## config.mk

```make
export PLATFORM = sky130hd
export DESIGN_NAME = srff_rr_arbiter
export DESIGN_NICKNAME = d
export VERILOG_FILES = /design/src/rtl/srff_rr_arbiter.sv
export SDC_FILE = /design/constraint.sdc
export NUM_CORES = 1
export LEC_CHECK = 0
export ABC_AREA = 1
export CAP_MARGIN = 15
export CORE_UTILIZATION = 54
export CTS_CLUSTER_DIAMETER = 30
export DETAILED_ROUTE_END_ITERATION = 12
export DONT_BUFFER_PORTS = 1
export PLACE_DENSITY_LB_ADDON = 0.2
export SKIP_CTS_REPAIR_TIMING = 1
export SYNTH_ARGS = -nofsm -noshare
export SYNTH_HDL_FRONTEND = slang
export SYNTH_SLANG_ARGS = --single-unit
export TNS_END_PERCENT = 50
```

## constraint.sdc

```tcl
create_clock -name clk -period 1.5 [get_ports clk]
set_input_delay 0.15 -clock clk [delete_from_list [all_inputs] [get_ports clk]]
set_output_delay 0.15 -clock clk [all_outputs]
set_load 0.05 [all_outputs]
```

## src/rtl/srff_rr_arbiter.sv

```systemverilog
// srff_rr_arbiter: round-robin arbiter whose grant is a bank of set/reset
// flags, with a per-grant hold timeout and one dead cycle between owners.
module srff_rr_arbiter #(
  parameter int W   = 4,
  parameter int TMO = 16,
  localparam int IW = (W > 1) ? $clog2(W) : 1
) (
  input  logic          clk,
  input  logic          clr,
  input  logic [W-1:0]  req,
  input  logic [W-1:0]  rel,
  output logic [W-1:0]  gnt,
  output logic [IW-1:0] gnt_id,
  output logic          busy,
  output logic          tmo_err
);

  localparam int CWR = (TMO > 0) ? $clog2(TMO + 1) : 1;
  localparam int CW  = (CWR > 1) ? CWR : 1;

  localparam logic [CW-1:0] CMAX  = '1;
  localparam logic [CW-1:0] CLIM  = (TMO > 0) ? CW'(TMO - 1) : '0;
  localparam logic [IW-1:0] ILAST = IW'(W - 1);
  localparam logic [W-1:0]  ONE   = W'(1);

  typedef enum logic [1:0] {
    IDLE,
    GRANT,
    GAP
  } state_t;

  state_t        state_q, state_d;
  logic [W-1:0]  gnt_q, gnt_d;
  logic [IW-1:0] gnt_id_q, gnt_id_d;
  logic [IW-1:0] ptr_q, ptr_d;
  logic [CW-1:0] cnt_q, cnt_d;
  logic          tmo_q, tmo_d;

  logic [IW-1:0] pick, pick_hi, pick_lo;
  logic          hi_hit;
  logic [IW-1:0] ptr_nxt;
  logic          own_rel, own_req;

  assign own_rel = |(rel & gnt_q);
  assign own_req = |(req & gnt_q);
  assign ptr_nxt = (gnt_id_q == ILAST) ? '0 : gnt_id_q + 1'b1;

  // rotating priority: lowest request at or above ptr, else lowest overall
  always_comb begin
    pick_hi = '0;
    pick_lo = '0;
    hi_hit  = 1'b0;
    for (int i = W - 1; i >= 0; i--) begin
      if (req[i]) begin
        pick_lo = IW'(i);
        if (IW'(i) >= ptr_q) begin
          pick_hi = IW'(i);
          hi_hit  = 1'b1;
        end
      end
    end
    pick = hi_hit ? pick_hi : pick_lo;
  end

  // next-state: award in IDLE, release/timeout in GRANT, one dead cycle
  always_comb begin
    state_d  = state_q;
    gnt_d    = gnt_q;
    gnt_id_d = gnt_id_q;
    ptr_d    = ptr_q;
    cnt_d    = cnt_q;
    tmo_d    = 1'b0;
    unique case (state_q)
      IDLE: begin
        if (|req) begin
          gnt_d    = ONE << pick;
          gnt_id_d = pick;
          cnt_d    = '0;
          state_d  = GRANT;
        end
      end
      GRANT: begin
        if (own_rel || !own_req) begin
          gnt_d   = '0;
          ptr_d   = ptr_nxt;
          state_d = GAP;
        end else if ((TMO > 0) && (cnt_q == CLIM)) begin
          gnt_d   = '0;
          ptr_d   = ptr_nxt;
          tmo_d   = 1'b1;
          state_d = GAP;
        end else if (cnt_q != CMAX) begin
          cnt_d = cnt_q + 1'b1;
        end
      end
      GAP: begin
        state_d = IDLE;
      end
      default: begin
        gnt_d   = '0;
        state_d = IDLE;
      end
    endcase
  end

  // state and grant flag registers with synchronous clear
  always_ff @(posedge clk) begin
    if (clr) begin
      state_q  <= IDLE;
      gnt_q    <= '0;
      gnt_id_q <= '0;
      ptr_q    <= '0;
      cnt_q    <= '0;
      tmo_q    <= 1'b0;
    end else begin
      state_q  <= state_d;
      gnt_q    <= gnt_d;
      gnt_id_q <= gnt_id_d;
      ptr_q    <= ptr_d;
      cnt_q    <= cnt_d;
      tmo_q    <= tmo_d;
    end
  end

  assign gnt     = gnt_q;
  assign gnt_id  = gnt_id_q;
  assign busy    = |gnt_q;
  assign tmo_err = tmo_q;

  a_onehot : assert property (@(posedge clk) disable iff (clr)
    $onehot0(gnt_q));
  a_busy : assert property (@(posedge clk) disable iff (clr)
    busy == (|gnt_q));
  a_tmo : assert property (@(posedge clk) disable iff (clr)
    tmo_q |-> (gnt_q == '0));
  a_id : assert property (@(posedge clk) disable iff (clr)
    (gnt_q == '0) || (gnt_q == (ONE << gnt_id_q)));

endmodule

```

==> results.txt, run 1 <==
The final layout contains 170 nets. Summing the sequential cell areas from Yosys gives 34.27% of the chip area. After clock tree synthesis, the clock-pin slew on the worst setup and hold paths is 0.11 ns. The wire length of the first global-routing pass is 3.125 mm, and the post-detailed-route wirelength per cell is 12.64 µm. The number of failing setup endpoints in the final timing report was 1; the worst endpoint data arrival time was 1.36 ns. The number of I/O port buffers works out to 0. For this configuration, the core starts out at a cell density of 59.95%. Between clock sinks in the finished design, the worst skew comes to 0.009844 ns. The worst min-delay path class was in -> reg.

The count of cell types in the netlist came out at 22. The worst setup path is launched from a register. IR analysis of the VDD net gives a maximum drop of 0.0007004 V. Summing every instance area after synthesis gives 934.6 µm².

Of the cells placed in the final design, the portion with a size suffix greater than 1 is 25.16%. Entering global routing, the biggest net connects 10 pins. The run gives 2.162 mm as the wire length reported by the detailed router. The run gives 1 as the H-tree depth. Class of the most critical setup path: reg -> out.

Dividing total power by cell area gives a power density of 1191 nW/µm². After layout, the worst path uses 100.8% of the clock period. For this run, design rule violations remaining after detail routing come to 2.

By area the synthesized netlist is led by sky130_fd_sc_hd__dfxtp_1 34%, sky130_fd_sc_hd__nand2_1 16%, sky130_fd_sc_hd__nor2_1 8.0%. The critical path goes through or4_1, buf_6. The routed layout has 934 vias. In the layout the commonest cells are 37 x sky130_fd_sc_hd__nand2_1, 19 x sky130_fd_sc_hd__nor2_1, 14 x sky130_fd_sc_hd__inv_1. For the number of slew-limit violations in the final report, the log shows 0.

The logs give 0 for the number of antenna violations at the first check in global routing and 18 for the count of pins on the block boundary. The average instance in the mapped netlist occupies 6.676 µm². In this run the most critical hold path is launched from clr. For the count of max-cap constraint violations, the log shows 0.

For the worst setup path, the data required time is 1.35 ns. Per report_power, the clock group accounts for 21.6% of the total. The highest attainable clock frequency is 661.3 MHz, and the synthesized flop and latch total is 16. The endpoint identified for the worst register-to-register timing path is cnt_q[2]. For this block, the initial DRC count from the detailed router was 37. At the pin with the least slew margin, the transition time is 0.4691 ns. The run gives 163 as the total placed cells including tap cells.

Of all cell types, the one taking the most synthesized area is sky130_fd_sc_hd__dfxtp_1. Number of buffers created by CTS: 3. The wire-length estimate of the detail-placed layout is 1.402 mm.

The number of buffer and inverter instances along the worst setup path was 1; the share of power burned in combinational logic was 39.8%. Measured along the x axis, the die boundary spans 43.61 µm. The design draws 0.001397 W.

Start of the worst register-to-register path: cnt_q[1]. Internal power comes to 0.0008272 W. Number of cells in the finished layout apart from fillers: 171. The worst hold path was traced through 3 stages. The later pin in the worst-skew pair is clocked with a latency of 0.30 ns. The layout-stage area growth over the synthesis result is 25.43%.

The via count of the first global-routing pass is 756. The worst hold path terminates at cnt_q[0]. The largest stage delay on the critical path works out to 0.53 ns. The total area inside the core boundary comes to 1559 µm². Via density per instance: 5.462. The congestion estimate from routability-driven global placement came to 0.8314. On the critical path the largest part of the delay comes from simple AND/OR/NAND/NOR gates. The logs give 38.7% for the power share of the sequential group and 0.5475 nW for the static leakage. The run finished, with violations left. The tree built by TritonCTS fans out to 16 sinks. The worst reg-to-reg setup slack was 0.03 ns; the maximum fanout count along the critical path was 5. The count of cells along the worst register-to-register path works out to 8. The final period demand of the worst path works out to 1.512 ns. Global routing finished with a remaining overflow of 0. Yosys printed 0 warnings. The type of destination of the critical path is a primary output. Clock root buffer: sky130_fd_sc_hd__clkbuf_4. The logs give -0.01212 ns for the setup slack of the critical path after layout and 1901 µm² for the floorplan die area. TritonCTS built the clock tree.

The logs give 154 for the synthesized net count and 14 for the floorplan row count. Global routing used 21.54% of the available tracks across all layers. The switching power as a share of total power works out to 40.78%. Setup repair after global routing could not meet its margin everywhere.

The final reports fail on DRC, setup timing. For the tightest slew margin relative to the limit, the log shows 68.68%. The switching power summed over all nets was 0.0005695 W. Measured along the y axis, the die boundary spans 43.61 µm.

Once detail routing completed, the nets flagged for antenna violations numbered 0. In this run the biggest area consumer among cell types represents 34.27% of the synthesized area. The antenna diode count came out at 0. The post-synthesis instance total was 140.

The clock passes through at most 2 buffers. The number of iterations in the first detailed-routing pass came out at 8. The slowest stage of the critical path belongs to the cell sky130_fd_sc_hd__or4_1.

The number of hold violations in the final report is 0. Leaving out fill and tap cells, the most frequent cell in the layout is sky130_fd_sc_hd__nand2_1.
## routing by layer
metal / track usage [%] / routed length (µm)
met1: 27.98 / 1026
met2: 36.12 / 1007
met3: 3.333 / 111
met4: 7.500 / 17
met5: 0 / 0
## worst max-delay path by stage
stage                         from        to  slack (ns)  cells past startpoint
after floorplan             gnt[0]      busy        0.03                      1
after global placement    cnt_q[1]  cnt_q[4]        0.02                      8
after detailed placement  cnt_q[1]  ptr_q[1]       -0.05                      9
after CTS                 cnt_q[1]  cnt_q[4]       -0.08                      8
after global routing      cnt_q[1]  cnt_q[2]       -0.06                      9
final                       gnt[0]      busy       -0.01                      2
## synthesized netlist by cell type
master / instances
sky130_fd_sc_hd__nor2_8: 1
sky130_fd_sc_hd__nor3b_1: 1
sky130_fd_sc_hd__or4_1: 1
sky130_fd_sc_hd__nand3_4: 1
sky130_fd_sc_hd__ha_1: 4
sky130_fd_sc_hd__nand2_1: 40
sky130_fd_sc_hd__o21ai_0: 7
sky130_fd_sc_hd__inv_2: 1
sky130_fd_sc_hd__nor4_1: 1
sky130_fd_sc_hd__nand2_2: 3
sky130_fd_sc_hd__or2_0: 1
sky130_fd_sc_hd__nand4_1: 3
sky130_fd_sc_hd__nor2_1: 20
sky130_fd_sc_hd__inv_4: 1
sky130_fd_sc_hd__o21ai_4: 1
sky130_fd_sc_hd__nor3_1: 1
sky130_fd_sc_hd__buf_4: 1
sky130_fd_sc_hd__nand3_1: 11
sky130_fd_sc_hd__a21oi_1: 9
sky130_fd_sc_hd__dfxtp_1: 16
sky130_fd_sc_hd__or2_2: 1
sky130_fd_sc_hd__inv_1: 15
## layout make-up
cell class                 instances  area [µm²]
tap                               16       20.02
fill                             116       386.6
sequential                        16       327.8
timing repair buffer              11       88.84
multi-input combinational        107       633.1
clock buffer                       4       36.28
inverter                          17       66.31
## stage by stage
stage	utilization [%]	cell area [µm²]	TNS, ns	setup slack, ns	hold slack, ns
5_1_grt	75.20	1172	-0.3574	-0.05835	0.1316
4_1_cts	66.93	1044	-0.4928	-0.08408	-0.08800
6_report	75.20	1172	-0.01212	-0.01212	0.1047
2_1_floorplan	-	934.6	0	0.03254	0.3620
3_5_place_dp	64.61	1007	-0.1842	-0.05378	0.2235
3_3_place_gp	64.61	1007	0	0.01525	0.2209
## power by group through the flow
stage | Sequential (W) | Clock [W] | Combinational, W
floorplan | 0.000600 | 0 | 0.000304
global placement | 0.000534 | 0 | 0.000471
detailed placement | 0.000538 | 0 | 0.000473
CTS | 0.000528 | 0.000293 | 0.000476
global route | 0.000549 | 0.000314 | 0.000610
finish | 0.000540 | 0.000301 | 0.000555
## cells by family after synthesis
kind of cell             after synthesis  share of synthesized area, %
adder cells (fa/ha/maj)                4                         5.355
AND/OR/NAND/NOR                       85                         42.17
AO/OA/AOI/OAI                         17                         10.31
buffers and inverters                 18                         7.898
flip-flops                            16                         34.27
## worst min-delay path, stage by stage
cell and delay (ns):
sky130_fd_sc_hd__inv_1 0.10, sky130_fd_sc_hd__nand2_1 0.10, sky130_fd_sc_hd__nor2_1 0.03
## registers in the layout, summed over array words and instances (netlist names)
register,cells
cnt_q,5
gnt,4
gnt_id,2
ptr_q,2
state_q,2
tmo_err,1
Power figures use the tool's default switching activity.
==> inputs of run 2 (changes only) <==
--- a/config.mk
+++ b/config.mk
@@ -11,7 +11,7 @@
 export CTS_CLUSTER_DIAMETER = 30
 export DETAILED_ROUTE_END_ITERATION = 12
 export DONT_BUFFER_PORTS = 1
-export PLACE_DENSITY_LB_ADDON = 0.2
+export PLACE_DENSITY_LB_ADDON = 0.08
 export SKIP_CTS_REPAIR_TIMING = 1
 export SYNTH_ARGS = -nofsm -noshare
 export SYNTH_HDL_FRONTEND = slang
==> run 2 against run 1 <==
  * The flow finishes with violations (DRC)
  * Clock power decreased by 6%
  * Via count rose by 4.2%
  * Register-to-register slack about the same
  * Sequential cell count stayed put
  * Global-route usage increased by 1.6 points
  * Core utilization shrank 0.080 points
  * Count of clock-buffer cells in the layout did not move
==> results.txt, run 2 (synthesis results as in run 1) <==
The die boundary width was 43.61 µm (unchanged). The tools report the peak ir drop on the vdd network as 0.0006505 V (was 0.0007004 V). The tools report the number of failing setup endpoints in the final timing report as 0 (was 1).

The count of pins on the block boundary was 18 (unchanged). The die outline height is 43.61 µm (unchanged), and the count of max-cap constraint violations is 0 (unchanged). For the placed wire-length estimate, the log shows 1.505 mm (was 1.402 mm).

The fraction of layout instances using a drive strength above 1 came out at 26.28% (was 25.16%). The static leakage is 0.5392 nW (was 0.5475 nW), and the total power is 0.001409 W (was 0.001397 W). The share of power burned in combinational logic is 41.6% (was 39.8%), and the largest net degree at the start of global routing is 10 (unchanged). The largest stage delay on the critical path was 0.53 ns (about the same).

The clock edge transition at the registers on the reported setup and hold paths is 0.09 ns (was 0.11 ns). The clock latency on the worst-skew pair is 0.29 ns (was 0.30 ns). The run gives 3.291 mm (was 3.125 mm) as the wire length of the first global-routing pass. Via count of the first global-routing pass: 782 (was 756).

The floorplan row count came out at 14 (unchanged). The commonest non-fill, non-tap cell in the layout was sky130_fd_sc_hd__nand2_1 (unchanged). The maximum fanout count along the critical path was 5 (unchanged). The run finished, with violations left. The clock root buffer was sky130_fd_sc_hd__clkbuf_4 (unchanged). The final period demand of the worst path came out at 1.492 ns (was 1.512 ns). The power share of the sequential group was 38.3% (was 38.7%); the count of vias placed by the detailed router was 973 (was 934).

The logs give 0 (unchanged) for the antenna diode count and 1.34 ns (was 1.36 ns) for the worst endpoint data arrival time. The actual transition at the worst max-transition pin was 0.4692 ns (was 0.4691 ns); the via density per instance was 5.657 (was 5.462). The number of flip-flops under the largest register name works out to 5 (unchanged). Final routed DRC violation total: 2 (unchanged). For the number of slew-limit violations in the final report, the log shows 0 (unchanged). The run gives 0 (unchanged) as the number of antenna violations at the first check in global routing. Switching power as a share of total power: 40.09% (was 40.78%). The logs give 670.2 MHz (was 661.3 MHz) for the highest attainable clock frequency and 68.68% (about the same) for the tightest slew margin relative to the limit.

The family with the most delay on the worst path was simple AND/OR/NAND/NOR gates (unchanged). The number of sinks handled by clock tree synthesis is 16 (unchanged). The run gives 1901 µm² (unchanged) as the floorplan die area. Last weighted congestion value of the routability-driven placer: 0.8272 (was 0.8314).

The class of the most critical setup path is reg -> out (unchanged). Total area of sequential cells: 325.3 µm² (was 327.8 µm²). Critical path launch point type: a register (unchanged). TritonCTS built the clock tree.

The number of iterations in the first detailed-routing pass was 8 (unchanged); the global router's overall resource usage was 23.10% (was 21.54%). The effective utilization at floorplan was 59.95% (unchanged). The share of the core filled with cells was 75.12% (was 75.20%); the wire length reported by the detailed router was 2.246 mm (was 2.162 mm). Violated checks: DRC (was DRC, setup timing).

The number of I/O port buffers was 0 (unchanged). The switching power summed over all nets was 0.0005647 W (was 0.0005695 W); the number of buffer and inverter instances along the worst setup path was 1 (unchanged). The final setup skew came out at 0.0009890 ns (was 0.009844 ns).

The violation count after the first detailed-route iteration is 29 (was 37). The tools report the area of the core region as 1559 µm² (unchanged). The portion of total power attributed to the clock network came out at 20.1% (was 21.6%). For the filler cell count, the log shows 130 (was 116). Cell chain of the critical path: or4_1, buf_6 (unchanged).

The power density of the placed cells came out at 1203 nW/µm² (was 1191 nW/µm²). Setup repair after global routing could not meet its margin everywhere. Top library cells by usage in the layout, fill and taps aside: 38 x sky130_fd_sc_hd__nand2_1, 18 x sky130_fd_sc_hd__nor2_1, 14 x sky130_fd_sc_hd__inv_1 (was 37 x sky130_fd_sc_hd__nand2_1, 19 x sky130_fd_sc_hd__nor2_1, 14 x sky130_fd_sc_hd__inv_1).

The layout-stage area growth over the synthesis result is 25.30% (was 25.43%), and the number of hold violations in the final report is 0 (unchanged). The final-stage net count is 171 (was 170), and the overflow left after global routing is 0 (unchanged). The standard cell with the maximum stage delay on the critical path is sky130_fd_sc_hd__or4_1 (unchanged). For the multi-input logic area, the log shows 614.3 µm² (was 633.1 µm²). The run gives 0 (unchanged) as the final antenna-violating net count. The worst min-delay path class was in -> reg (unchanged). The data required time of the critical path is 1.35 ns (about the same), and the number of buffers between clock root and the deepest sink is 2 (unchanged). The register with the most flip-flops was cnt_q (unchanged).

The number of buffers created by CTS was 3 (unchanged). The final period utilization was 99.48% (was 100.8%). The post-detailed-route wirelength per cell is 13.06 µm (was 12.64 µm). The tools report the type of destination of the critical path as a primary output (unchanged). The logs give 0.0008439 W (was 0.0008272 W) for the internal power and 1 (unchanged) for the H-tree depth.
==> run 2: metrics by stage <==
stage	worst slack, ns	setup TNS (ns)	cells	hold WS (ns)	area, µm²
2_1_floorplan	0.03254	0	140	0.3620	934.6
3_3_place_gp	-0.002544	-0.002544	163	0.2205	1007
3_5_place_dp	-0.1174	-0.3130	163	0.2227	1007
4_1_cts	-0.1303	-0.5332	167	-0.08603	1044
5_1_grt	-0.04030	-0.1280	172	0.1650	1171
6_report	0.007812	0	172	0.1426	1171
==> run 2: layout make-up <==
cell class                      count  area share [%]
Clock buffer                        4           3.098
Sequential cell                    16           27.78
Tap cell                           16           1.709
Inverter                           17           5.662
Multi-Input combinational cell    107           52.46
Timing Repair Buffer               12           9.295
==> run 2: worst paths after layout <==
path / from / slack [ns] / endpoint / cells past startpoint
hold / removal: clr / 0.14 / cnt_q[0] / 3
setup reg to reg: cnt_q[0] / 0.03 / ptr_q[0] / 9
hold reg to reg: cnt_q[3] / 0.49 / cnt_q[3] / 2
setup / recovery: gnt[0] / 0.008 / busy / 2
==> run 2: tightest hold or removal path: cells and delay by family <==
family | cells | cell delay [ns]
buf+inv | 1 | 0.11
simple gates | 2 | 0.15
==> run 2: per-layer routing <==
metal,routed length (µm),share of wire (%),GRT usage (%)
met1,906,40,27.98
met2,1102,49,40.30
met3,226,10,6.250
met4,10,0.45,5.625
met5,0,0,0
==> run 2: power by group through the flow <==
| stage | clock (W) | combinational (W) | sequential [W] |
|---|---|---|---|
| 2_1_floorplan | 0 | 0.000304 | 0.000600 |
| 3_3_place_gp | 0 | 0.000460 | 0.000538 |
| 3_5_place_dp | 0 | 0.000470 | 0.000543 |
| 4_1_cts | 0.000289 | 0.000472 | 0.000533 |
| 5_1_grt | 0.000312 | 0.000640 | 0.000548 |
| 6_report | 0.000284 | 0.000586 | 0.000539 |
==> patch 1, RTL diff (settings of run 1) <==
The parameter `W` goes from 4 to 16.
--- a/src/rtl/srff_rr_arbiter.sv
+++ b/src/rtl/srff_rr_arbiter.sv
@@ -2,5 +2,5 @@
 // flags, with a per-grant hold timeout and one dead cycle between owners.
 module srff_rr_arbiter #(
-  parameter int W   = 4,
+  parameter int W   = 16,
   parameter int TMO = 16,
   localparam int IW = (W > 1) ? $clog2(W) : 1
Interface: changed (resized gnt, gnt_id, rel and req); port bits go from 18 to 56. The function was not compared with the original's and may differ.
==> patch 1 against run 1 <==
  * The flow finishes with violations (hold timing, setup timing)
  * Design area rose to 2.7 times the old value
  * Sequential power rose to 2.5 times the old value
  * Combinational power rose to 7.9 times the old value
  * Sequential cell count rose by 16
  * Clock power rose by 140%
  * Wire length rose to 3.9 times the old value
  * Setup slack got worse by 0.87 ns
  * Critical endpoint is now gnt[9]$_SDFFE_PP0P_
  * Synthesized area rose by 130%
  * Via count rose to 3.1 times the old value
  * Total power rose to 4.6 times the old value
  * Register-to-register slack got worse by 0.91 ns
  * Sequential share of layout area fell by 5.9 points
==> patch 1: results (changes against run 1) <==
viasPerCell: 6.18  # was 5.46
dr_wl_met3_um: 807  # was 111 um
grt_pass1_vias: 2462  # was 756
failed_checks: "hold timing, setup timing"  # was DRC, setup timing
final.setup.tns_ns: -17.68  # was -0.0121 ns
comb-power_uw: 4380  # was 555 uW
power.switching_uw: 3290  # was 570 uW
grt_max_degree: 21  # was 10
numCtsBuffers: 5  # was 3
synth_nets: 376  # was 154
setup_violations: 33  # was 1
hold_end: "ptr_q[0]$_SDFFE_PP0P_"  # was cnt_q[0]$_SDFFE_PP0P_
synthXorXnorAreaFrac: 0.00820  # was 0
gp_congestion: 0.972  # was 0.831
critPathMaxStageDelay_ns: 0.42  # was 0.53 ns
wl_um: 8460  # was 2160 um
drt_iter0_drc: 319  # was 37
p_leak_uw: 0.00143  # was 0.000548 uW
synthTopCellsByArea: "dfxtp_1 30%, nand2_1 12%, nor2_1 9.7%"  # was dfxtp_1 34%, nand2_1 16%, nor2_1 8.0%
dp_cells: 455  # was 163
ir_drop_mv: 1.65  # was 0.700 mV
crit_start: "ptr_q[2]$_SDFFE_PP0P_"  # was gnt[0]$_SDFFE_PP0P_
dp_slack_ns: -0.497  # was -0.0538 ns
tightest_slew_ns: 0.483  # was 0.469 ns
yosysSeqAreaShare: 0.300  # was 0.343
r2r-start: "ptr_q[2]$_SDFFE_PP0P_"  # was cnt_q[1]$_SDFFE_PP0P_
use_met3: 0.0634  # was 0.0333
syn-instance-count: 338  # was 140
status: "complete, but fails checks"  # unchanged
met2WireLength_um: 3950  # was 1010 um
ys_types: 36  # was 22
worstSetupEndpoint: "gnt[9]$_SDFFE_PP0P_"  # was busy
fin_ws_ns: -0.880  # was -0.0121 ns
hold_viol: 19  # was 0
seq_power_uw: 1360  # was 540 uW
m1WireLength_um: 3110  # was 1030 um
grt.total_usage: 0.328  # was 0.215
cpMaxStageDelayCell: "dfxtp_4"  # was or4_1
use_met1: 0.381  # was 0.280
synth_compound_area_frac: 0.193  # was 0.103
min_path_cells: 1  # was 3
root_buffer: "clkbuf_8"  # was clkbuf_4
yosys-top-cells-count: "71 x nand2_1, 55 x nor2_1, 44 x inv_1"  # was 40 x nand2_1, 20 x nor2_1, 16 x dfxtp_1
dr.pass1.iters: 7  # was 8
finClkSkew_ns: 0.0196  # was 0.00984 ns
p_int_uw: 3180  # was 827 uW
fin_hold_ws_ns: -0.105  # was 0.105 ns
yosys.area_share.adder: 0.0234  # was 0.0535
==> patch 1: cell count changes after synthesis, sizes merged, moves of 5 or more <==
cell and change:
a221oi +5, inv +36, nand4 +11, nand2 +35, dfxtp +16, nor2 +37
a21oi +11, nor4 +5, o21ai +15
==> patch 1: kinds of logic (layout without fill, tap and decap cells) <==
family	after synthesis	in the layout
buffers and inverters	56	140
and+or+nand+nor	180	181
DFF	32	32
xor gates and xnor gates	2	2
AOI/OAI and AO/OA	64	64
adders and majority gates	4	4
==> patch 1: layout make-up <==
class / count / area, um^2
fill: 215 / 534
multi-input combinational: 251 / 1500
clock inverter: 2 / 10.0
sequential: 32 / 703
inverter: 53 / 206
timing repair buffer: 79 / 621
clock buffer: 6 / 82.6
tap: 48 / 60.1
==> patch 2, RTL diff (flow settings as in run 1) <==
Made on the original files. Put one more register stage on the output `tmo_err`. The value now appears one clock later. The other outputs are not delayed to match.
--- a/src/rtl/srff_rr_arbiter.sv
+++ b/src/rtl/srff_rr_arbiter.sv
@@ -126,5 +126,7 @@
   assign gnt_id  = gnt_id_q;
   assign busy    = |gnt_q;
-  assign tmo_err = tmo_q;
+  always_ff @(posedge clk) begin
+    tmo_err <= tmo_q;
+  end
 
   a_onehot : assert property (@(posedge clk) disable iff (clr)
Behaviour: no difference found for any inputs over 10 cycles, from zero or initial values; that may be too few to reach the edited logic, so the function may still have changed.
==> patch 2 against run 1 <==
  * Sequential cell count grew 1
  * Wire length grew 2.4%
  * Largest cell class unchanged
  * Highest routed layer unchanged
  * Design area grew 1.1%
  * Synthesized area grew 2.4%
  * Sequential share of layout area grew 0.97 points
  * Clock skew shrank 0.0055 ns
  * Setup slack gained 0.0065 ns
  * Total power shrank 12%
  * The run ends with DRC, hold timing, setup timing left
==> patch 2: results (changes against run 1) <==
grt_pass1_vias: 846  # was 756
setup_violations: 1  # unchanged
dr.pass1.iters: 10  # was 8
nNetsFinal: 172  # was 170
dp_hpwl_um: 1570  # was 1400 um
grt_pass1_wl_um: 3380  # was 3130 um
final_cells: 173  # was 171
critPathMaxStageDelay_ns: 0.35  # was 0.53 ns
status: "complete, but fails checks"  # unchanged
grt.total_usage: 0.232  # was 0.215
dpl_cell_area_mm2: 0.00105  # was 0.00101 mm^2
slew_headroom: 0.686  # was 0.687
largest_reg_flops: 5  # unchanged
p_leak_uw: 0.000534  # was 0.000548 uW
ir_drop_mv: 0.620  # was 0.700 mV
gp_congestion: 0.806  # was 0.831
yosysSeqAreaShare: 0.356  # was 0.343
clk_pin_slew_worst_paths_ns: 0.09  # was 0.11 ns
worstPathMaxFanout: 4  # was 5
arrival_ns: 1.73  # was 1.36 ns
cpMaxStageDelayCell: "dfxtp_2"  # was or4_1
antenna_cells: 0  # unchanged
num_vias: 956  # was 934
grt_max_degree: 15  # was 10
wl_um: 2210  # was 2160 um
hold_viol: 13  # was 0
fin_hold_ws_ns: -0.0898  # was 0.105 ns
fin_ws_ns: -0.00560  # was -0.0121 ns
synth_top_area_share: 0.356  # was 0.343
yosys-top-cells-count: "43 x nand2_1, 17 x dfxtp_1, 14 x a21oi_1"  # was 40 x nand2_1, 20 x nor2_1, 16 x dfxtp_1
finClkSkew_ns: 0.00431  # was 0.00984 ns
drt_iter0_drc: 30  # was 37
failed_checks: "DRC, hold timing, setup timing"  # was DRC, setup timing
drc: 1  # was 2
ys_types: 24  # was 22
synthTopCellsByArea: "dfxtp_1 36%, nand2_1 17%, a21oi_1 7.3%"  # was dfxtp_1 34%, nand2_1 16%, nor2_1 8.0%
p_int_uw: 754  # was 827 uW
layout-drive-gt1-share: 0.287  # was 0.252
[patch 2: changes by cell type in the layout (fill, tap and decap cells not counted), sizes merged, moves of 2 or more]
cell   change
or2        -2
a21oi      +5
nor2       -5
buf        +4
o21ai      -4
nand2      +2
[patch 2: worst max-delay path, delay by kind of cell, from the launching register on]
kind                     cells  cell delay, ns
AO/OA/AOI/OAI                1            0.14
adder cells (fa/ha/maj)      2            0.35
buffers and inverters        1            0.09
flip-flops                   1            0.35
AND/OR/NAND/NOR              5            0.51
[patch 2: per-stage QoR]
step | TNS [ns] | hold slack, ns | worst slack [ns] | utilization
floorplan | 0 | 0.219 | 0.0325 | -
global placement | 0 | 0.221 | 0.0295 | 0.665
detailed placement | -0.0332 | 0.223 | -0.0179 | 0.665
CTS | -0.376 | -0.0905 | -0.0813 | 0.682
global route | -0.283 | -0.108 | -0.0662 | 0.752
finish | -0.00560 | -0.0898 | -0.00560 | 0.752
[patch 2: metal layers]
layer	GRT usage	wire length, um	share of wire	vias to the layer above
met1	0.279	1020	0.46	440
met4	0.0788	33	0.015	0
met3	0.0653	87	0.039	6
met2	0.394	1080	0.49	25
li1	-	-	-	485
met5	0	0	0	-
[patch 2: path summary, 6_finish.rpt]
kind                                 to  depth (start not counted)                  start
setup / recovery    gnt[2]$_SDFFE_PP0P_                          9  cnt_q[0]$_SDFFE_PP0P_
hold / removal    cnt_q[1]$_SDFFE_PP0P_                          1                    clr
setup reg to reg    gnt[2]$_SDFFE_PP0P_                          9  cnt_q[0]$_SDFFE_PP0P_
hold reg to reg         tmo_err$_DFF_P_                          0       tmo_q$_SDFF_PP0_
[patch 2: cell families after synthesis]
| group | synth area share |
|---|---|
| fa+ha+maj | 0.0523 |
| simple gates | 0.401 |
| compound gates | 0.114 |
| buf+inv | 0.0771 |
| flops | 0.356 |
[patch 2: layout make-up]
class	instances	area, um^2
Clock buffer	4	26.3
Fill cell	122	392
Inverter	18	70.1
Multi-Input combinational cell	104	613
Sequential cell	17	343
Tap cell	16	20.0
Timing Repair Buffer	14	113
[patch 2: power by group through the flow]
stage               Combinational (uW)  Sequential [uW]  Clock (uW)
floorplan                          242              589           0
global placement                   387              531           0
detailed placement                 395              532           0
CTS                                400              521         242
global route                       502              528         265
finish                             466              524         239
